===== src/rtl/core_selftest.sv =====
// core_selftest: built-in self-test sequencer for a core under test.
// Holds the core in reset, lets it free-run, then stalls it and walks its
// registers through a debug read port, comparing each against an expected
// table and reporting pass/fail.
//
// Optional feature macro: SELFTEST_STOP_ON_FAIL_EN (stop at first mismatch).
//
// Ports:
//   clk, reset          clock, asynchronous active-high reset
//   start               begin a test (accepted in IDLE or DONE)
//   core_reset          reset to the core under test
//   core_stall          freeze the core while it is being checked
//   chk_addr            register index for debug read and expected table
//   dbg_data            core register value at chk_addr (combinational)
//   exp_data, exp_mask  expected value and check-enable at chk_addr
//   busy, done, pass    test status
//   fail_idx            index of first mismatching register
//   err_count           number of mismatches
//   LED                 done AND pass
module core_selftest #(
  parameter int unsigned DATA_WIDTH   = 32,
  parameter int unsigned NUM_REGS     = 32,
  parameter int unsigned RESET_CYCLES = 2,
  parameter int unsigned RUN_CYCLES   = 2500,
  localparam int unsigned AW = $clog2(NUM_REGS),
  localparam int unsigned CW = $clog2(NUM_REGS + 1)
) (
  input  logic                  clk,
  input  logic                  reset,
  input  logic                  start,
  output logic                  core_reset,
  output logic                  core_stall,
  output logic [AW-1:0]         chk_addr,
  input  logic [DATA_WIDTH-1:0] dbg_data,
  input  logic [DATA_WIDTH-1:0] exp_data,
  input  logic                  exp_mask,
  output logic                  busy,
  output logic                  done,
  output logic                  pass,
  output logic [AW-1:0]         fail_idx,
  output logic [CW-1:0]         err_count,
  output logic                  LED
);

  localparam int unsigned CNT_MAX = (RESET_CYCLES > RUN_CYCLES) ? RESET_CYCLES : RUN_CYCLES;
  localparam int unsigned CNT_W   = (CNT_MAX > 1) ? $clog2(CNT_MAX) : 1;

  typedef enum logic [2:0] {
    IDLE  = 3'd0,
    HOLD  = 3'd1,
    RUN   = 3'd2,
    CHECK = 3'd3,
    DONE  = 3'd4
  } state_t;

  state_t          state_q, state_d;
  logic [CNT_W-1:0] cnt_q, cnt_d;
  logic [AW-1:0]   addr_q, addr_d;
  logic [AW-1:0]   fidx_q, fidx_d;
  logic [CW-1:0]   err_q, err_d;
  logic            pass_q, pass_d;
  logic            core_reset_q, core_reset_d;
  logic            core_stall_q, core_stall_d;
  logic            busy_q, busy_d;
  logic            done_q, done_d;
  logic            led_q, led_d;
  logic            mismatch_c;

  // Masked full-width compare of the register currently addressed.
  assign mismatch_c = (state_q == CHECK) && exp_mask && (dbg_data != exp_data);

  // State, counters and registered outputs.
  always_ff @(posedge clk or posedge reset) begin
    if (reset) begin
      state_q      <= IDLE;
      cnt_q        <= '0;
      addr_q       <= '0;
      fidx_q       <= '0;
      err_q        <= '0;
      pass_q       <= 1'b0;
      core_reset_q <= 1'b1;
      core_stall_q <= 1'b0;
      busy_q       <= 1'b0;
      done_q       <= 1'b0;
      led_q        <= 1'b0;
    end else begin
      state_q      <= state_d;
      cnt_q        <= cnt_d;
      addr_q       <= addr_d;
      fidx_q       <= fidx_d;
      err_q        <= err_d;
      pass_q       <= pass_d;
      core_reset_q <= core_reset_d;
      core_stall_q <= core_stall_d;
      busy_q       <= busy_d;
      done_q       <= done_d;
      led_q        <= led_d;
    end
  end

  // Next-state, result bookkeeping and next-output decode.
  always_comb begin
    state_d = state_q;
    cnt_d   = cnt_q;
    addr_d  = '0;
    fidx_d  = fidx_q;
    err_d   = err_q;
    pass_d  = pass_q;

    case (state_q)
      IDLE, DONE: begin
        if (start) begin
          state_d = HOLD;
          cnt_d   = '0;
          fidx_d  = '0;
          err_d   = '0;
          pass_d  = 1'b0;
        end
      end
      HOLD: begin
        if (cnt_q == CNT_W'(RESET_CYCLES - 1)) begin
          state_d = RUN;
          cnt_d   = '0;
        end else begin
          cnt_d = cnt_q + 1'b1;
        end
      end
      RUN: begin
        if (cnt_q == CNT_W'(RUN_CYCLES - 1)) begin
          state_d = CHECK;
          cnt_d   = '0;
        end else begin
          cnt_d = cnt_q + 1'b1;
        end
      end
      CHECK: begin
        addr_d = addr_q + 1'b1;
        if (mismatch_c) begin
          err_d = err_q + 1'b1;
          if (err_q == '0) fidx_d = addr_q;
        end
        if (addr_q == AW'(NUM_REGS - 1)) begin
          state_d = DONE;
          addr_d  = '0;
        end
`ifdef SELFTEST_STOP_ON_FAIL_EN
        if (mismatch_c) begin
          state_d = DONE;
          addr_d  = '0;
        end
`endif
      end
      default: state_d = IDLE;
    endcase

    // Verdict includes the comparison registered on the DONE-entry edge.
    if ((state_d == DONE) && (state_q != DONE)) pass_d = (err_d == '0);

    core_reset_d = (state_d == IDLE) || (state_d == HOLD);
    core_stall_d = (state_d == CHECK) || (state_d == DONE);
    busy_d       = (state_d == HOLD) || (state_d == RUN) || (state_d == CHECK);
    done_d       = (state_d == DONE);
    led_d        = done_d && pass_d;
  end

  assign core_reset = core_reset_q;
  assign core_stall = core_stall_q;
  assign chk_addr   = addr_q;
  assign busy       = busy_q;
  assign done       = done_q;
  assign pass       = pass_q;
  assign fail_idx   = fidx_q;
  assign err_count  = err_q;
  assign LED        = led_q;

endmodule


===== config.mk =====
export PLATFORM = sky130hd
export DESIGN_NAME = core_selftest
export DESIGN_NICKNAME = d
export VERILOG_FILES = /design/src/rtl/core_selftest.sv
export SDC_FILE = /design/constraint.sdc
export NUM_CORES = 1
export LEC_CHECK = 0
export CAP_MARGIN = 10
export CORE_AREA = 2 2 80 82
export DETAILED_ROUTE_END_ITERATION = 16
export DIE_AREA = 0 0 82 84
export PLACE_DENSITY = 0.79
export SYNTH_ARGS = -nofsm -noshare
export SYNTH_HDL_FRONTEND = slang
export SYNTH_SLANG_ARGS = --single-unit

===== constraint.sdc =====
create_clock -name clk -period 2.25 [get_ports clk]
set_input_delay 0.5625 -clock clk [delete_from_list [all_inputs] [get_ports clk]]
set_output_delay 0.5625 -clock clk [all_outputs]
set_load 0.005 [all_outputs]

==> results.toml <==
[outcome]
status = "finished with violations"
violations = "setup timing"

[global_routing]
grt_use_total = 0.184
grt_pass1_wl_um = 10000
first_global_vias = 2178
antenna_found_initial = 0
gr-total-overflow = 0
grt_max_degree = 38

[detailed_routing]
via_per_inst = 5.11
first_pass_iters = 4
ant_nets = 0
drc = 0
drt_iter0_drc = 89
vias = 2239
routed_wl_um = 6480
wl_per_cell_um = 14.8

[placement]
place_congestion = 0.842
post-place-ws_ns = -0.966
portBuffers = 89
numPlacedInstances = 423
dp_hpwl_um = 4900

[sta]
finalHoldViolations = 0
period_needed_ns = 2.54
timing.fmax_ghz = 0.394
finalSetupViolations = 2
rsz0062_at_grt = "true"
tns_ns = -0.569
setup_slack_ns = -0.288
finalClockSkew_ns = 0.00940
maxSlewHeadroom = 0.685
maxSlewViolCount = 0
min_period_over_period = 1.13
tightest_slew_ns = 0.473

[yosys]
synth.distinct_cells = 48
synth_cells = 241
synthesis.area_mm2 = 0.00233
syn_avg_cell_area_um2 = 9.66
synth_seq_cells = 37
synth_edf_count = 0
synth_nets = 315
seq_area_frac_synth = 0.398
ys.flop_type = "dfrtp_1"
ys_warn_count = 0
ys_top_cells_by_area = "dfrtp_1 (39%), xor2_1 (14%), o21ai_0 (4.1%), nor4_2 (3.8%), ha_1 (3.2%)"
synth_area_leader_cell = "dfrtp_1"
synth_top_area_share = 0.387
postSynth.asyncResetShare = 1.00

[clock_network]
numCtsBuffers = 5
tritoncts = "built"
cts_htree_levels = 2
clk_pin_slew_ns = 0.08
clk_latency_ns = 0.28
cts.sinks = 37
cts-root-buf = "clkbuf_8"
clk_path_buf_depth = 2
cts_hold_buf = 0

[floorplan]
start_util = 0.382
fp.dieW_um = 82
num_io_pins = 90
dieArea_mm2 = 0.00689
coreArea_mm2 = 0.00610
die_h_um = 84
row_count = 29

[cells_and_area]
final_cell_mix = "dfrtp_1 (36), buf_2 (36), xor2_1 (28), buf_4 (28), clkdlybuf4s50_1 (25)"
instances_no_fill = 438
antenna_cells = 0
drive_above_1_share = 0.316
final_nets = 434
area_delta_synth_final_pct = 52.2

[critical_path]
critPathTopFamily = "simple AND/OR/NAND/NOR gates"
path_max_fanout = 5
regToRegEndpoint = "LED$_DFF_PP0_"
critPathCaptureType = "register"
slowest_delay_ns = 0.51
worstPathRequired_ns = 2.44
cp_num_buf_inv = 1
startpoint_type = "primary input"
worstPathCellList = "clkdlybuf4s15_2 > xor2_2 > nor4_4 > nand4_4 > o2111a_1 > a221o_1 > or4b_4 > o32ai_2"
worstPathArrival_ns = 2.73
crit_slowest_cell = "or4b_4"
reg2reg_from = "state_q[1]$_DFF_PP0_"
worst-r2r-setup-slack_ns = 0.02
critPathKind = "in2reg"
reg2reg_depth = 6

[min_path]
hold_start = "fail_idx[0]$_DFFE_PP0P_"
min_path_cells = 2
holdPathEnd = "fail_idx[0]$_DFFE_PP0P_"
worstHoldPathType = "reg2reg"

[pwr]
p_leak_uw = 0.00166
powerDensity_mw_per_mm2 = 786
peakVddDrop_uv = 476

[flow_run]
maxCapViolCount = 0
## repair_timing
item,in CTS,in global routing
pin swaps,46,1
buffers inserted,3,4
setup endpoints to repair,10,14
resized for setup,209,5
## power by group
group / switching, uW / total [uW] / internal (uW)
logic: 671 / 1400 / 731
registers: 140 / 944 / 804
clock network: 223 / 438 / 215
total: 1030 / 2780 / 1750
## cell families (layout without fill, tap and decap cells)
kind of cell	after synthesis	after routing	share of synthesized area
adders and majority gates	6	6	0.0322
AOI/OAI and AO/OA	43	43	0.125
muxes	6	6	0.0263
DFF	37	37	0.398
buffers and inverters	19	139	0.0328
and+or+nand+nor	92	92	0.242
xor gates and xnor gates	38	38	0.143
## flip-flops by register name (all words and copies together) (netlist names)
| signal | cells |
|---|---|
| chk_addr | 5 |
| core_stall | 1 |
| cnt_q | 12 |
| pass | 1 |
| LED | 1 |
| core_reset | 1 |
| err_count | 6 |
| fail_idx | 5 |
| busy | 1 |
| done | 1 |
| state_q | 3 |
## layout make-up
type                            count  area, um2
Sequential cell                    37        927
Clock inverter                      2       10.0
Timing Repair Buffer              118        936
Clock buffer                        6       72.6
Multi-Input combinational cell    185       1450
Fill cell                         541       2550
Inverter                           13       48.8
Tap cell                           77       96.3
## synthesized netlist by cell type, types with 3 or more instances
master    count
mux2i_1       5
a21oi_1       3
nor2_1       17
nor3_1        5
o2111a_1      3
nor4_1        3
dfrtp_1      36
and3_1        9
xor2_1       36
o21ai_0      19
nand3_1       9
clkbuf_1      4
nor2b_1       3
nand2_1      17
nand2b_1      6
ha_1          6
o211ai_1      4
nor4_2        7
inv_1        13
## worst min-delay path: stages (launching register included)
cell     delay (ns)
dfrtp_1        0.38
inv_1          0.05
mux2i_1        0.05
## layer usage
layer / track usage / up-vias / share of wire
met5: 0 / - / 0
met4: 0.0439 / 0 / 0.0071
met3: 0.0563 / 4 / 0.11
met2: 0.331 / 94 / 0.52
met1: 0.206 / 1058 / 0.36
li1: - / 1083 / -
## worst max path at each step
| stage | startpoint | endpoint | cells past startpoint |
|---|---|---|---|
| after floorplan | exp_data[15] | LED$_DFF_PP0_ | 7 |
| after global placement | exp_data[7] | LED$_DFF_PP0_ | 8 |
| after detailed placement | dbg_data[14] | LED$_DFF_PP0_ | 8 |
| after CTS | dbg_data[19] | LED$_DFF_PP0_ | 8 |
| after global routing | dbg_data[23] | LED$_DFF_PP0_ | 8 |
| final | exp_data[5] | LED$_DFF_PP0_ | 8 |
## metrics by stage
step	util	area (um2)	power (uW)	hold WS, ns
6_report	0.581	3540	2780	0.522
5_1_grt	0.581	3540	3000	0.551
2_1_floorplan	-	2340	1660	0.481
3_3_place_gp	0.568	3460	2290	0.509
4_1_cts	0.572	3490	2760	0.530
3_5_place_dp	0.568	3460	2330	0.518
(Power assumes the default switching activity.)
